### config.mk
export PLATFORM = sky130hd
export DESIGN_NAME = scene_sequencer_flat
export DESIGN_NICKNAME = d
export VERILOG_FILES = /design/src/rtl/vga_pattern_pkg.sv /design/src/rtl/scene_sequencer_if.sv /design/src/rtl/fade_stepper.sv /design/src/rtl/scene_sequencer.sv /design/src/flat_wrapper.sv
export SDC_FILE = /design/constraint.sdc
export NUM_CORES = 1
export LEC_CHECK = 0
export BUFFER_PORTS_ARGS = -buffer_cell sky130_fd_sc_hd__buf_2
export CAP_MARGIN = 10
export CORE_UTILIZATION = 44
export CTS_CLUSTER_DIAMETER = 30
export DETAILED_ROUTE_END_ITERATION = 16
export PLACE_DENSITY_LB_ADDON = 0.3
export SETUP_SLACK_MARGIN = 0.05
export SYNTH_ARGS = -nofsm -noshare
export SYNTH_HDL_FRONTEND = slang
export SYNTH_HIERARCHICAL = 1
export SYNTH_SLANG_ARGS = --single-unit
### constraint.sdc
create_clock -name clk_in -period 3.32 [get_ports clk_in]
set_clock_uncertainty 0.05 [all_clocks]
set_input_delay 0.332 -clock clk_in [delete_from_list [all_inputs] [get_ports clk_in]]
set_output_delay 0.332 -clock clk_in [all_outputs]
set_load 0.05 [all_outputs]
### src/rtl/vga_pattern_pkg.sv
// Shared types and constants for the scene sequencer: FSM states, fade modes,
// the scene parameter record and its reset value.
package vga_pattern_pkg;

    typedef enum logic [1:0] {
        ST_RUN      = 2'd0,
        ST_FADE_OUT = 2'd1,
        ST_LOAD     = 2'd2,
        ST_FADE_IN  = 2'd3
    } scene_state_e;

    typedef enum logic [1:0] {
        FM_IDLE = 2'd0,
        FM_DOWN = 2'd1,
        FM_UP   = 2'd2
    } fade_mode_e;

    localparam logic [3:0]  BRIGHT_MAX  = 4'd15;
    localparam logic [11:0] FG_RESET    = 12'hFFF;
    localparam logic [11:0] BG_RESET    = 12'h000;
    localparam int          SLOPE_RESET = 1;

    typedef struct packed {
        logic [2:0]  pattern_sel;
        logic [4:0]  slope_a;
        logic [5:0]  offset_a;
        logic [2:0]  slope_b;
        logic [5:0]  offset_b;
        logic [11:0] fg_color;
        logic [11:0] bg_color;
    } scene_params_t;

    localparam scene_params_t PARAMS_RESET = '{
        pattern_sel: 3'd0,
        slope_a:     5'(SLOPE_RESET),
        offset_a:    6'd0,
        slope_b:     3'(SLOPE_RESET),
        offset_b:    6'd0,
        fg_color:    FG_RESET,
        bg_color:    BG_RESET
    };

    // A background identical to the foreground would hide the pattern, so invert instead.
    function automatic logic [11:0] pick_bg(input logic [11:0] fg, input logic [11:0] bg);
        return (bg == fg) ? ~fg : bg;
    endfunction

endpackage

### src/rtl/scene_sequencer_if.sv
// Bundle of tempo/LFSR/frame inputs and scene parameter outputs of the sequencer.
interface scene_sequencer_if;
    logic        beat_pulse;
    logic        frame_start;
    logic        freeze;
    logic        skip;
    logic [12:0] rnd_0;
    logic [12:0] rnd_1;
    logic [12:0] rnd_2;
    logic [12:0] rnd_3;

    logic [2:0]  pattern_sel;
    logic [4:0]  slope_a;
    logic [5:0]  offset_a;
    logic [2:0]  slope_b;
    logic [5:0]  offset_b;
    logic [11:0] fg_color;
    logic [11:0] bg_color;
    logic [3:0]  brightness;
    logic        scene_busy;
    logic [7:0]  scene_id;
    logic        scene_done;

    modport master (
        output beat_pulse, frame_start, freeze, skip, rnd_0, rnd_1, rnd_2, rnd_3,
        input  pattern_sel, slope_a, offset_a, slope_b, offset_b, fg_color, bg_color,
        input  brightness, scene_busy, scene_id, scene_done
    );

    modport slave (
        input  beat_pulse, frame_start, freeze, skip, rnd_0, rnd_1, rnd_2, rnd_3,
        output pattern_sel, slope_a, offset_a, slope_b, offset_b, fg_color, bg_color,
        output brightness, scene_busy, scene_id, scene_done
    );
endinterface

### src/rtl/fade_stepper.sv
// Frame divider plus brightness up/down counter. at_zero/at_max fire on the
// frame_start cycle whose step lands on 0 / BRIGHT_MAX.
module fade_stepper
    import vga_pattern_pkg::*;
#(
    parameter int FADE_STEP_FRAMES = 2
) (
    input  logic       clk_in,
    input  logic       reset,
    input  logic       start_down,
    input  logic       start_up,
    input  logic       frame_start,
    output logic [3:0] brightness,
    output logic       at_zero,
    output logic       at_max
);

    localparam int CNT_W = (FADE_STEP_FRAMES > 1) ? $clog2(FADE_STEP_FRAMES) : 1;
    localparam logic [CNT_W-1:0] CNT_LAST = CNT_W'(FADE_STEP_FRAMES - 1);

    fade_mode_e       mode_q, mode_d;
    logic [CNT_W-1:0] frame_cnt_q, frame_cnt_d;
    logic [3:0]       bright_q, bright_d;

    always_comb begin
        mode_d      = mode_q;
        frame_cnt_d = frame_cnt_q;
        bright_d    = bright_q;
        at_zero     = 1'b0;
        at_max      = 1'b0;
        if (start_down) begin
            mode_d      = FM_DOWN;
            frame_cnt_d = '0;
        end else if (start_up) begin
            mode_d      = FM_UP;
            frame_cnt_d = '0;
        end else if (frame_start && mode_q != FM_IDLE) begin
            if (frame_cnt_q == CNT_LAST) begin
                frame_cnt_d = '0;
                if (mode_q == FM_DOWN) begin
                    bright_d = bright_q - 4'd1;
                    if (bright_q == 4'd1) begin
                        at_zero = 1'b1;
                        mode_d  = FM_IDLE;
                    end
                end else begin
                    bright_d = bright_q + 4'd1;
                    if (bright_q == BRIGHT_MAX - 4'd1) begin
                        at_max = 1'b1;
                        mode_d = FM_IDLE;
                    end
                end
            end else begin
                frame_cnt_d = frame_cnt_q + 1'b1;
            end
        end
    end

    always_ff @(posedge clk_in) begin
        if (!reset) begin
            mode_q      <= FM_IDLE;
            frame_cnt_q <= '0;
            bright_q    <= BRIGHT_MAX;
        end else begin
            mode_q      <= mode_d;
            frame_cnt_q <= frame_cnt_d;
            bright_q    <= bright_d;
        end
    end

    assign brightness = bright_q;

endmodule

### src/rtl/scene_sequencer.sv
// Scene controller: counts beats, then fades out, loads new LFSR-derived
// parameters while black, and fades back in, all on frame boundaries.
//
// state       | meaning
// ST_RUN      | scene shown, beats counted, pending change waits for frame_start
// ST_FADE_OUT | brightness stepping down toward 0
// ST_LOAD     | one black cycle, new parameter set latched
// ST_FADE_IN  | brightness stepping up toward 15
module scene_sequencer
    import vga_pattern_pkg::*;
#(
    parameter int BEATS_PER_SCENE  = 8,
    parameter int FADE_STEP_FRAMES = 2,
    parameter int NUM_PATTERNS     = 6
) (
    input  logic              clk_in,
    input  logic              reset,
    scene_sequencer_if.slave  bus
);

    localparam int BEAT_W = (BEATS_PER_SCENE > 1) ? $clog2(BEATS_PER_SCENE) : 1;
    localparam logic [BEAT_W-1:0] BEAT_LAST = BEAT_W'(BEATS_PER_SCENE - 1);
    localparam logic [2:0] NUM_PAT = 3'(NUM_PATTERNS);

    scene_state_e      state_q, state_d;
    logic [BEAT_W-1:0] beat_cnt_q, beat_cnt_d;
    logic              pending_q, pending_d;
    logic              scene_busy_q, scene_busy_d;
    logic [7:0]        scene_id_q, scene_id_d;
    logic              scene_done_q, scene_done_d;
    scene_params_t     params_q, params_d;

    logic       start_down, start_up;
    logic       at_zero, at_max;
    logic       pend_set;
    logic [2:0] pat_raw;
    logic [3:0] brightness;
    logic       unused_rnd_bits;

    assign unused_rnd_bits = ^{bus.rnd_0[12], bus.rnd_1[12:11], bus.rnd_2[12], bus.rnd_3[12]};
    assign pat_raw = bus.rnd_0[2:0];

    always_comb begin
        state_d      = state_q;
        beat_cnt_d   = beat_cnt_q;
        pending_d    = pending_q;
        scene_busy_d = scene_busy_q;
        scene_id_d   = scene_id_q;
        scene_done_d = 1'b0;
        params_d     = params_q;
        start_down   = 1'b0;
        start_up     = 1'b0;
        pend_set     = 1'b0;
        case (state_q)
            ST_RUN: begin
                pend_set = bus.skip;
                if (bus.beat_pulse && !bus.freeze) begin
                    if (beat_cnt_q == BEAT_LAST) begin
                        beat_cnt_d = '0;
                        pend_set   = 1'b1;
                    end else begin
                        beat_cnt_d = beat_cnt_q + 1'b1;
                    end
                end
                // Only an already-registered request starts a fade on this frame.
                if (bus.frame_start && pending_q) begin
                    state_d      = ST_FADE_OUT;
                    scene_busy_d = 1'b1;
                    pending_d    = 1'b0;
                    beat_cnt_d   = '0;
                    start_down   = 1'b1;
                end else if (pend_set) begin
                    pending_d = 1'b1;
                end
            end
            ST_FADE_OUT: begin
                beat_cnt_d = '0;
                if (at_zero) begin
                    state_d = ST_LOAD;
                end
            end
            ST_LOAD: begin
                beat_cnt_d           = '0;
                params_d.pattern_sel = (pat_raw >= NUM_PAT) ? pat_raw - NUM_PAT : pat_raw;
                params_d.slope_a     = (bus.rnd_1[4:0] == 5'd0) ? 5'd1 : bus.rnd_1[4:0];
                params_d.offset_a    = bus.rnd_1[10:5];
                params_d.slope_b     = (bus.rnd_0[5:3] == 3'd0) ? 3'd1 : bus.rnd_0[5:3];
                params_d.offset_b    = bus.rnd_0[11:6];
                params_d.fg_color    = bus.rnd_2[11:0];
                params_d.bg_color    = pick_bg(bus.rnd_2[11:0], bus.rnd_3[11:0]);
                scene_id_d           = scene_id_q + 8'd1;
                start_up             = 1'b1;
                state_d              = ST_FADE_IN;
            end
            ST_FADE_IN: begin
                beat_cnt_d = '0;
                if (at_max) begin
                    state_d      = ST_RUN;
                    scene_busy_d = 1'b0;
                    scene_done_d = 1'b1;
                end
            end
            default: begin
                state_d = ST_RUN;
            end
        endcase
    end

    always_ff @(posedge clk_in) begin
        if (!reset) begin
            state_q      <= ST_RUN;
            beat_cnt_q   <= '0;
            pending_q    <= 1'b0;
            scene_busy_q <= 1'b0;
            scene_id_q   <= 8'd0;
            scene_done_q <= 1'b0;
            params_q     <= PARAMS_RESET;
        end else begin
            state_q      <= state_d;
            beat_cnt_q   <= beat_cnt_d;
            pending_q    <= pending_d;
            scene_busy_q <= scene_busy_d;
            scene_id_q   <= scene_id_d;
            scene_done_q <= scene_done_d;
            params_q     <= params_d;
        end
    end

    fade_stepper #(
        .FADE_STEP_FRAMES (FADE_STEP_FRAMES)
    ) u_fade_stepper (
        .clk_in      (clk_in),
        .reset       (reset),
        .start_down  (start_down),
        .start_up    (start_up),
        .frame_start (bus.frame_start),
        .brightness  (brightness),
        .at_zero     (at_zero),
        .at_max      (at_max)
    );

    assign bus.pattern_sel = params_q.pattern_sel;
    assign bus.slope_a     = params_q.slope_a;
    assign bus.offset_a    = params_q.offset_a;
    assign bus.slope_b     = params_q.slope_b;
    assign bus.offset_b    = params_q.offset_b;
    assign bus.fg_color    = params_q.fg_color;
    assign bus.bg_color    = params_q.bg_color;
    assign bus.brightness  = brightness;
    assign bus.scene_busy  = scene_busy_q;
    assign bus.scene_id    = scene_id_q;
    assign bus.scene_done  = scene_done_q;

endmodule

### src/flat_wrapper.sv
// flat-port wrapper written by rule: the top's interface ports become plain ports
module scene_sequencer_flat import vga_pattern_pkg::*;
#(
    parameter int BEATS_PER_SCENE  = 8,
    parameter int FADE_STEP_FRAMES = 2,
    parameter int NUM_PATTERNS     = 6
)
  (clk_in, reset, bus_beat_pulse, bus_frame_start, bus_freeze, bus_skip, bus_rnd_0, bus_rnd_1, bus_rnd_2, bus_rnd_3, bus_pattern_sel, bus_slope_a, bus_offset_a, bus_slope_b, bus_offset_b, bus_fg_color, bus_bg_color, bus_brightness, bus_scene_busy, bus_scene_id, bus_scene_done);
  scene_sequencer_if bus_i ();
  input  logic clk_in;
  input  logic reset;
  input wire logic [$bits(bus_i.beat_pulse)-1:0] bus_beat_pulse;
  input wire logic [$bits(bus_i.frame_start)-1:0] bus_frame_start;
  input wire logic [$bits(bus_i.freeze)-1:0] bus_freeze;
  input wire logic [$bits(bus_i.skip)-1:0] bus_skip;
  input wire logic [$bits(bus_i.rnd_0)-1:0] bus_rnd_0;
  input wire logic [$bits(bus_i.rnd_1)-1:0] bus_rnd_1;
  input wire logic [$bits(bus_i.rnd_2)-1:0] bus_rnd_2;
  input wire logic [$bits(bus_i.rnd_3)-1:0] bus_rnd_3;
  output wire logic [$bits(bus_i.pattern_sel)-1:0] bus_pattern_sel;
  output wire logic [$bits(bus_i.slope_a)-1:0] bus_slope_a;
  output wire logic [$bits(bus_i.offset_a)-1:0] bus_offset_a;
  output wire logic [$bits(bus_i.slope_b)-1:0] bus_slope_b;
  output wire logic [$bits(bus_i.offset_b)-1:0] bus_offset_b;
  output wire logic [$bits(bus_i.fg_color)-1:0] bus_fg_color;
  output wire logic [$bits(bus_i.bg_color)-1:0] bus_bg_color;
  output wire logic [$bits(bus_i.brightness)-1:0] bus_brightness;
  output wire logic [$bits(bus_i.scene_busy)-1:0] bus_scene_busy;
  output wire logic [$bits(bus_i.scene_id)-1:0] bus_scene_id;
  output wire logic [$bits(bus_i.scene_done)-1:0] bus_scene_done;
  assign bus_i.beat_pulse = bus_beat_pulse;
  assign bus_i.frame_start = bus_frame_start;
  assign bus_i.freeze = bus_freeze;
  assign bus_i.skip = bus_skip;
  assign bus_i.rnd_0 = bus_rnd_0;
  assign bus_i.rnd_1 = bus_rnd_1;
  assign bus_i.rnd_2 = bus_rnd_2;
  assign bus_i.rnd_3 = bus_rnd_3;
  assign bus_pattern_sel = bus_i.pattern_sel;
  assign bus_slope_a = bus_i.slope_a;
  assign bus_offset_a = bus_i.offset_a;
  assign bus_slope_b = bus_i.slope_b;
  assign bus_offset_b = bus_i.offset_b;
  assign bus_fg_color = bus_i.fg_color;
  assign bus_bg_color = bus_i.bg_color;
  assign bus_brightness = bus_i.brightness;
  assign bus_scene_busy = bus_i.scene_busy;
  assign bus_scene_id = bus_i.scene_id;
  assign bus_scene_done = bus_i.scene_done;
  scene_sequencer #(.BEATS_PER_SCENE(BEATS_PER_SCENE), .FADE_STEP_FRAMES(FADE_STEP_FRAMES), .NUM_PATTERNS(NUM_PATTERNS)) u_core (.clk_in(clk_in), .reset(reset), .bus(bus_i));
endmodule
==> impl_metrics.env, run 1 <==
export IMPL_yosys_area_top_type="sky130_fd_sc_hd__dfxtp_1"
export IMPL_per_cell_via_count_in_the_routed_design=5.10
export IMPL_post_synth_cell_area_avg_sq_um=9.27
export IMPL_clk_root_buffer_cell="sky130_fd_sc_hd__clkbuf_8"
export IMPL_multiInputGateArea_sq_um=1660
export IMPL_die_y_microns=88.0
export IMPL_synth_warnings=6
export IMPL_setup_tns_ns=0
export IMPL_synth_yosys_seq_area_share_pct=43.1
export IMPL_end_kind="flop"
export IMPL_synth_xor_area_share_pct=5.38
export IMPL_avgRoutedWirePerCell_microns=13.2
export IMPL_timing_final_max_slew_violations=0
export IMPL_timing_critical_path_from_type="flop"
export IMPL_timing_max_cap_violations=0
export IMPL_count_of_port_buffers_added_during_placement=113
export IMPL_yosys_most_used_dff="sky130_fd_sc_hd__dfxtp_1"
export IMPL_number_of_failing_hold_endpoints_at_the_final_stage=0
export IMPL_postRouteWirelength_microns=7370
export IMPL_setup_slack_ns=0.595
export IMPL_number_of_antenna_violating_nets_in_the_routed_design=0
export IMPL_antenna_diode_count=0
export IMPL_hpwlAfterDp_microns=5140
export IMPL_clock_insertion_delay_worst_skew_ns=0.33
export IMPL_synthTopCellsByCount="sky130_fd_sc_hd__dfxtp_1 (70), sky130_fd_sc_hd__nor2_1 (34), sky130_fd_sc_hd__mux2i_1 (23), sky130_fd_sc_hd__nand2_1 (23), sky130_fd_sc_hd__nand2b_1 (21)"
export IMPL_post_synth_mux_area_share_pct=7.42
export IMPL_grt_pass1_vias=2725
export IMPL_yosys_cell_count_top_type="sky130_fd_sc_hd__dfxtp_1"
export IMPL_share_of_synthesized_flip_flops_with_an_asynchronous_set_or_reset_pct=0
export IMPL_num_io_pins=119
export IMPL_fillCellCount=673
export IMPL_cp_required_ns=3.48
export IMPL_cts_hold_buf=0
export IMPL_globalplace_congestion=0.813
export IMPL_slew_limit_headroom_pct=43.2
export IMPL_setup_reg_to_reg_worst_slack_ns=0.60
export IMPL_dr_first_iter_drc_count=121
export IMPL_cts_post_setup_buffers_inserted=0
export IMPL_p_leak_nw=1.76
export IMPL_share_of_post_route_cells_with_drive_strength_above_1_pct=30.6
export IMPL_synthDistinctLibCells=40
export IMPL_die_width_microns=88.0
export IMPL_worstHoldPathType="in -> reg"
export IMPL_drc_errors=0
export IMPL_rows=30
export IMPL_cts_buffers_inserted=9
export IMPL_critPathMaxFanout=8
export IMPL_syn_to_final_growth_pct=22.5
export IMPL_yosys_area_top_type_share_pct=43.1
export IMPL_tritoncts_num_sinks=70
export IMPL_grt_first_pass_wirelength_microns=12200
export IMPL_final_hold_worst_slack_ns=0.185
export IMPL_status="completed"
export IMPL_synth_cells=351
export IMPL_nNetsFinal=529
export IMPL_core_area_sq_um=6980
export IMPL_grt_start_max_net_pins=85
export IMPL_critical_path_class="reg -> reg"
export IMPL_layout_min_cycle_time_ns=2.72
export IMPL_ys_ff_latch=70
export IMPL_synth_compound_area_share_pct=9.15
export IMPL_design_die_area_sq_um=7740
export IMPL_path_clk_slew_ns=0.07
export IMPL_critical_path_arrival_ns=2.88
export IMPL_synthTopCellsByArea="sky130_fd_sc_hd__dfxtp_1 (43%), sky130_fd_sc_hd__mux2i_1 (7.1%), sky130_fd_sc_hd__ha_1 (4.6%), sky130_fd_sc_hd__nand2b_1 (4.0%), sky130_fd_sc_hd__nor2_1 (3.9%)"
export IMPL_layout_area_seq_sq_um=1400
export IMPL_cts_resized=0
export IMPL_fmax_ghz=0.367
export IMPL_synth_edff_count=0
export IMPL_post_synth_fa_ha_maj_area_fraction_pct=4.62
export IMPL_start_util_pct=46.6
export IMPL_share_of_synthesized_cell_area_in_and_or_nand_and_nor_gates_pct=24.3
export IMPL_cts_buffer_depth=2
export IMPL_ir_worst_vdd_mv=0.344
export IMPL_syn_num_nets=421
export IMPL_grt_ovfl_total=0
export IMPL_num_vias=2843
export IMPL_rsz0062_at_grt="false"
export IMPL_detail_route_first_pass_iterations=4
export IMPL_clock_tree_from_tritoncts="done"
export IMPL_post_route_period_util_pct=82.1
export IMPL_grt_use_total_pct=20.1
export IMPL_synthesis_area_sq_um=3250
export IMPL_finalSetupViolCount=0
export IMPL_grt_antenna_before_repair=0
export IMPL_placement_setup_worst_slack_ns=0.608
export IMPL_combinational_family_with_the_most_area_after_synthesis="simple AND/OR/NAND/NOR gates"
export IMPL_worstMarginPinSlew_ns=0.853
export IMPL_htree_levels=3
export IMPL_power_density_over_the_cells_nw_per_um2=704
[layout by cell type (no fill, tap or decap), types with 2 or more instances in the layout]
cell                       netlist  routed
sky130_fd_sc_hd__inv_1           8       8
sky130_fd_sc_hd__xor2_1          6       6
sky130_fd_sc_hd__ha_1           12      11
sky130_fd_sc_hd__nand3_1        18      18
sky130_fd_sc_hd__nand2b_1       21      21
sky130_fd_sc_hd__nor2_1         34      34
sky130_fd_sc_hd__nand3b_1        2       2
sky130_fd_sc_hd__buf_4           2       4
sky130_fd_sc_hd__a211oi_1       13      13
sky130_fd_sc_hd__mux2i_1        23      23
sky130_fd_sc_hd__xnor2_1        14      14
sky130_fd_sc_hd__clkbuf_8        4      10
sky130_fd_sc_hd__or3_1           4       4
sky130_fd_sc_hd__nor2b_1         3       3
sky130_fd_sc_hd__and2b_2         9       9
sky130_fd_sc_hd__a21oi_1        11      11
sky130_fd_sc_hd__nand4_1         8       8
sky130_fd_sc_hd__o21ai_0        20      20
sky130_fd_sc_hd__buf_2           4     113
sky130_fd_sc_hd__and3_1          4       4
sky130_fd_sc_hd__nor4_1         13      13
sky130_fd_sc_hd__nor3_1          2       2
sky130_fd_sc_hd__or4_1           2       2
sky130_fd_sc_hd__dfxtp_1        70      70
sky130_fd_sc_hd__nand2_1        23      23
[path summary, 6_finish.rpt]
| check | end | depth (start not counted) | from |
|---|---|---|---|
| worst min register to register | u_core/beat_cnt_q[2] | 2 | u_core/beat_cnt_q[2] |
| worst min-delay path | u_core/bus.offset_a[2] | 3 | bus_rnd_1[7] |
| worst max register to register | u_core/state_q[1] | 9 | u_core/state_q[0] |
| worst max-delay path | u_core/state_q[1] | 9 | u_core/state_q[0] |
[critical path, cell delays in order, from the launching register on]
cell	delay, ns
sky130_fd_sc_hd__dfxtp_1	0.37
sky130_fd_sc_hd__inv_1	0.10
sky130_fd_sc_hd__ha_1	0.27
sky130_fd_sc_hd__and3_1	0.25
sky130_fd_sc_hd__or3_1	0.49
sky130_fd_sc_hd__nor2_1	0.18
sky130_fd_sc_hd__inv_1	0.07
sky130_fd_sc_hd__a222oi_1	0.54
sky130_fd_sc_hd__mux2i_1	0.24
sky130_fd_sc_hd__nor2_1	0.05
[layer usage]
layer / GRT usage, % / part of all wire (%) / up-vias
li1: - / - / 1439
met2: 33.6 / 47 / 91
met1: 24.4 / 45 / 1304
met3: 5.18 / 6.0 / 9
met4: 8.35 / 1.4 / 0
met5: 0 / 0 / -
[logic make-up after synthesis]
kind of cell,count (synthesis)
simple gates,147
flops,70
compound gates,49
buf+inv,29
mux,24
xor+xnor,20
fa+ha+maj,12
[sequential cells by signal, summed over array words and instances, names as in the netlist, 2 cells and up]
signal	count
u_core/beat_cnt_q	3
u_core/bus.bg_color	12
u_core/bus.fg_color	12
u_core/bus.offset_a	6
u_core/bus.offset_b	6
u_core/bus.pattern_sel	3
u_core/bus.scene_id	8
u_core/bus.slope_a	5
u_core/bus.slope_b	3
u_core/state_q	2
u_core/u_fade_stepper/brightness	4
u_core/u_fade_stepper/mode_q	2
[through the flow]
step	util, %	instances	area, sq um	power [mW]
global route	57.1	557	3990	2.97
finish	57.1	557	3990	2.81
floorplan	-	351	3250	1.96
detailed placement	54.6	544	3810	2.18
global placement	54.6	544	3810	2.15
CTS	57.1	557	3990	2.84
[area by class of cell]
cell class | count | share of cell area (%)
tap | 96 | 3.01
multi-input combinational | 252 | 41.6
timing repair buffer | 117 | 14.9
inverter | 9 | 0.847
sequential | 70 | 35.2
clock buffer | 11 | 3.55
clock inverter | 2 | 0.879
[report_power, final]
group	leakage, nW	switching [mW]	internal [mW]
combinational	1.10	0.755	0.330
sequential	0.567	0.0856	0.989
clock	0.0911	0.292	0.354
Power figures use the tool's default switching activity.
==> run 2, diff against run 1 <==
==> constraint.sdc (replaced) <==
create_clock -name clk_in -period 2.5 [get_ports clk_in]
set_clock_uncertainty 0.05 [all_clocks]
set_input_delay 0.25 -clock clk_in [delete_from_list [all_inputs] [get_ports clk_in]]
set_output_delay 0.25 -clock clk_in [all_outputs]
set_load 0.05 [all_outputs]
==> run 2 against run 1 <==
Against the previous run:
- count of clock-buffer cells in the layout rose by 1
- non-clock buffer count increased by 9
- flip-flop and latch count unchanged
- combinational power increased by 37%
==> impl_metrics.env, run 2 (same netlist as run 1, synthesis figures left out) <==
export IMPL_critPathMaxFanout=3
export IMPL_layout_cells_most_common="sky130_fd_sc_hd__buf_2"
export IMPL_num_vias=2857
export IMPL_antenna_diode_count=0
export IMPL_grt_use_total_pct=19.5
export IMPL_critical_path_buf_inv_count=3
export IMPL_globalplace_congestion=0.786
export IMPL_tritoncts_num_sinks=70
export IMPL_detail_route_first_pass_iterations=5
export IMPL_fillCellCount=627
export IMPL_critical_path_arrival_ns=2.48
export IMPL_cp_cell_instances="inv_2 > ha_2 > and3_1 > or3_4 > nor2_4 > inv_1 > a222oi_1 > buf_4 > nor2_1 > a211oi_1"
export IMPL_clock_insertion_delay_worst_skew_ns=0.34
export IMPL_worst_setup_path_endpoint="u_core/state_q[0]"
export IMPL_slew_limit_headroom_pct=66.0
export IMPL_critPathSlowestCell="sky130_fd_sc_hd__or3_4"
export IMPL_layout_min_cycle_time_ns=2.28
export IMPL_rsz0062_at_grt="false"
export IMPL_power_density_over_the_cells_nw_per_um2=946
export IMPL_setup_tns_ns=0
export IMPL_rows=30
export IMPL_hpwlAfterDp_microns=5150
export IMPL_nNetsFinal=538
export IMPL_die_width_microns=88.0
export IMPL_cp_required_ns=2.70
export IMPL_grt_first_pass_wirelength_microns=11800
export IMPL_critical_path_reg2reg_startpoint="u_core/state_q[0]"
export IMPL_critical_path_class="reg -> reg"
export IMPL_per_cell_via_count_in_the_routed_design=5.03
export IMPL_start_util_pct=46.6
export IMPL_clock_tree_from_tritoncts="done"
export IMPL_cp_startpoint="u_core/state_q[0]"
export IMPL_num_io_pins=119
export IMPL_cts_buffers_inserted=9
export IMPL_worst_r2r_path_depth=10
export IMPL_timing_critical_path_from_type="flop"
export IMPL_ir_worst_vdd_mv=0.575
export IMPL_grt_start_max_net_pins=50
export IMPL_htree_levels=3
export IMPL_post_route_period_util_pct=91.3
export IMPL_clk_root_buffer_cell="sky130_fd_sc_hd__clkbuf_8"
export IMPL_count_of_port_buffers_added_during_placement=113
export IMPL_syn_to_final_growth_pct=26.2
export IMPL_grt_ovfl_total=0
export IMPL_number_of_antenna_violating_nets_in_the_routed_design=0
export IMPL_cts_buffer_depth=2
export IMPL_place_area_sq_um=3870
export IMPL_p_leak_nw=1.82
export IMPL_worstHoldPathType="in -> reg"
export IMPL_timing_max_cap_violations=0
export IMPL_crit_cells=10
export IMPL_number_of_failing_hold_endpoints_at_the_final_stage=0
export IMPL_path_clk_slew_ns=0.07
export IMPL_worstReg2RegEnd="u_core/state_q[0]"
export IMPL_design_die_area_sq_um=7740
export IMPL_status="completed"
export IMPL_share_of_post_route_cells_with_drive_strength_above_1_pct=33.9
export IMPL_core_area_sq_um=6980
export IMPL_avgRoutedWirePerCell_microns=12.9
export IMPL_grt_pass1_vias=2568
export IMPL_end_kind="flop"
export IMPL_worst_path_dominant_cell_family="simple AND/OR/NAND/NOR gates"
export IMPL_fmax_ghz=0.438
export IMPL_finalSetupViolCount=0
export IMPL_dr_first_iter_drc_count=120
export IMPL_timing_final_max_slew_violations=0
export IMPL_postRouteWirelength_microns=7350
export IMPL_postLayoutCellArea_sq_um=4110
export IMPL_grt_antenna_before_repair=0
export IMPL_die_y_microns=88.0
export IMPL_cpPeakStageDelay_ns=0.39
export IMPL_worstMarginPinSlew_ns=0.509
export IMPL_setup_reg_to_reg_worst_slack_ns=0.22
export IMPL_drc_errors=0
export IMPL_layout_common_cells="sky130_fd_sc_hd__buf_2 (113), sky130_fd_sc_hd__dfxtp_1 (68), sky130_fd_sc_hd__nor2_1 (33), sky130_fd_sc_hd__mux2i_1 (23), sky130_fd_sc_hd__nand2_1 (23)"
## run 2: cell count changes in the layout (fill, tap and decap cells not counted), moves of 2 or more
cell                       change
sky130_fd_sc_hd__dfxtp_1       -2
sky130_fd_sc_hd__inv_2         +2
sky130_fd_sc_hd__inv_1         -2
sky130_fd_sc_hd__buf_4         +9
sky130_fd_sc_hd__clkbuf_8      +2
## run 2: cell type report
type                       instances  area, sq um  area share, %
inverter                           9         33.8          0.823
tap                               96          120           2.93
clock buffer                      12          165           4.02
clock inverter                     3         42.5           1.04
sequential                        70         1410           34.3
multi-input combinational        252         1670           40.8
timing repair buffer             126          663           16.2
## run 2: what timing repair did
item / in CTS / in global routing
gates resized for setup: 0 / 9
hold buffers: 0 / 0
buffers inserted: 0 / 1
endpoints found under the setup margin: 0 / 2
## run 2: metrics by stage
stage	total power, mW	utilization [%]	cells	hold WS, ns	setup slack, ns
final	3.88	58.8	568	0.0935	0.219
after CTS	3.89	58.4	567	0.0803	0.0740
after global routing	4.10	58.8	568	0.0807	0.0495
after detailed placement	2.93	55.4	552	0.403	0.100
after floorplan	2.60	-	351	0.262	0.0557
after global placement	2.90	55.4	552	0.398	0.232
## run 2: worst min-delay path by stage
stage,cells after the start,startpoint,slack (ns),to
2_1_floorplan,1,reset,0.26,u_core/u_fade_stepper/brightness[0]
3_3_place_gp,2,u_core/beat_cnt_q[2],0.40,u_core/beat_cnt_q[2]
3_5_place_dp,2,u_core/beat_cnt_q[2],0.40,u_core/beat_cnt_q[2]
4_1_cts,3,bus_rnd_1[10],0.08,u_core/bus.offset_a[5]
5_1_grt,3,bus_rnd_1[10],0.08,u_core/bus.offset_a[5]
6_report,3,bus_rnd_1[10],0.09,u_core/bus.offset_a[5]
## run 2: power by group
part           total, mW  switching [mW]  internal, mW
logic               1.49            1.01         0.481
clock network      0.956           0.421         0.536
registers           1.43           0.114          1.32
## run 2: metal layers
metal	global-route usage (%)	vias up	wire, microns
met3	5.09	9	514
li1	-	1455	-
met2	31.9	105	3360
met5	0	-	0
met1	24.3	1288	3370
met4	8.05	0	99
## run 2: worst min-delay path: cells and delay by family
family                 cells  cell delay, ns
AND/OR/NAND/NOR            1            0.07
buffers and inverters      1            0.07
multiplexers               1            0.05
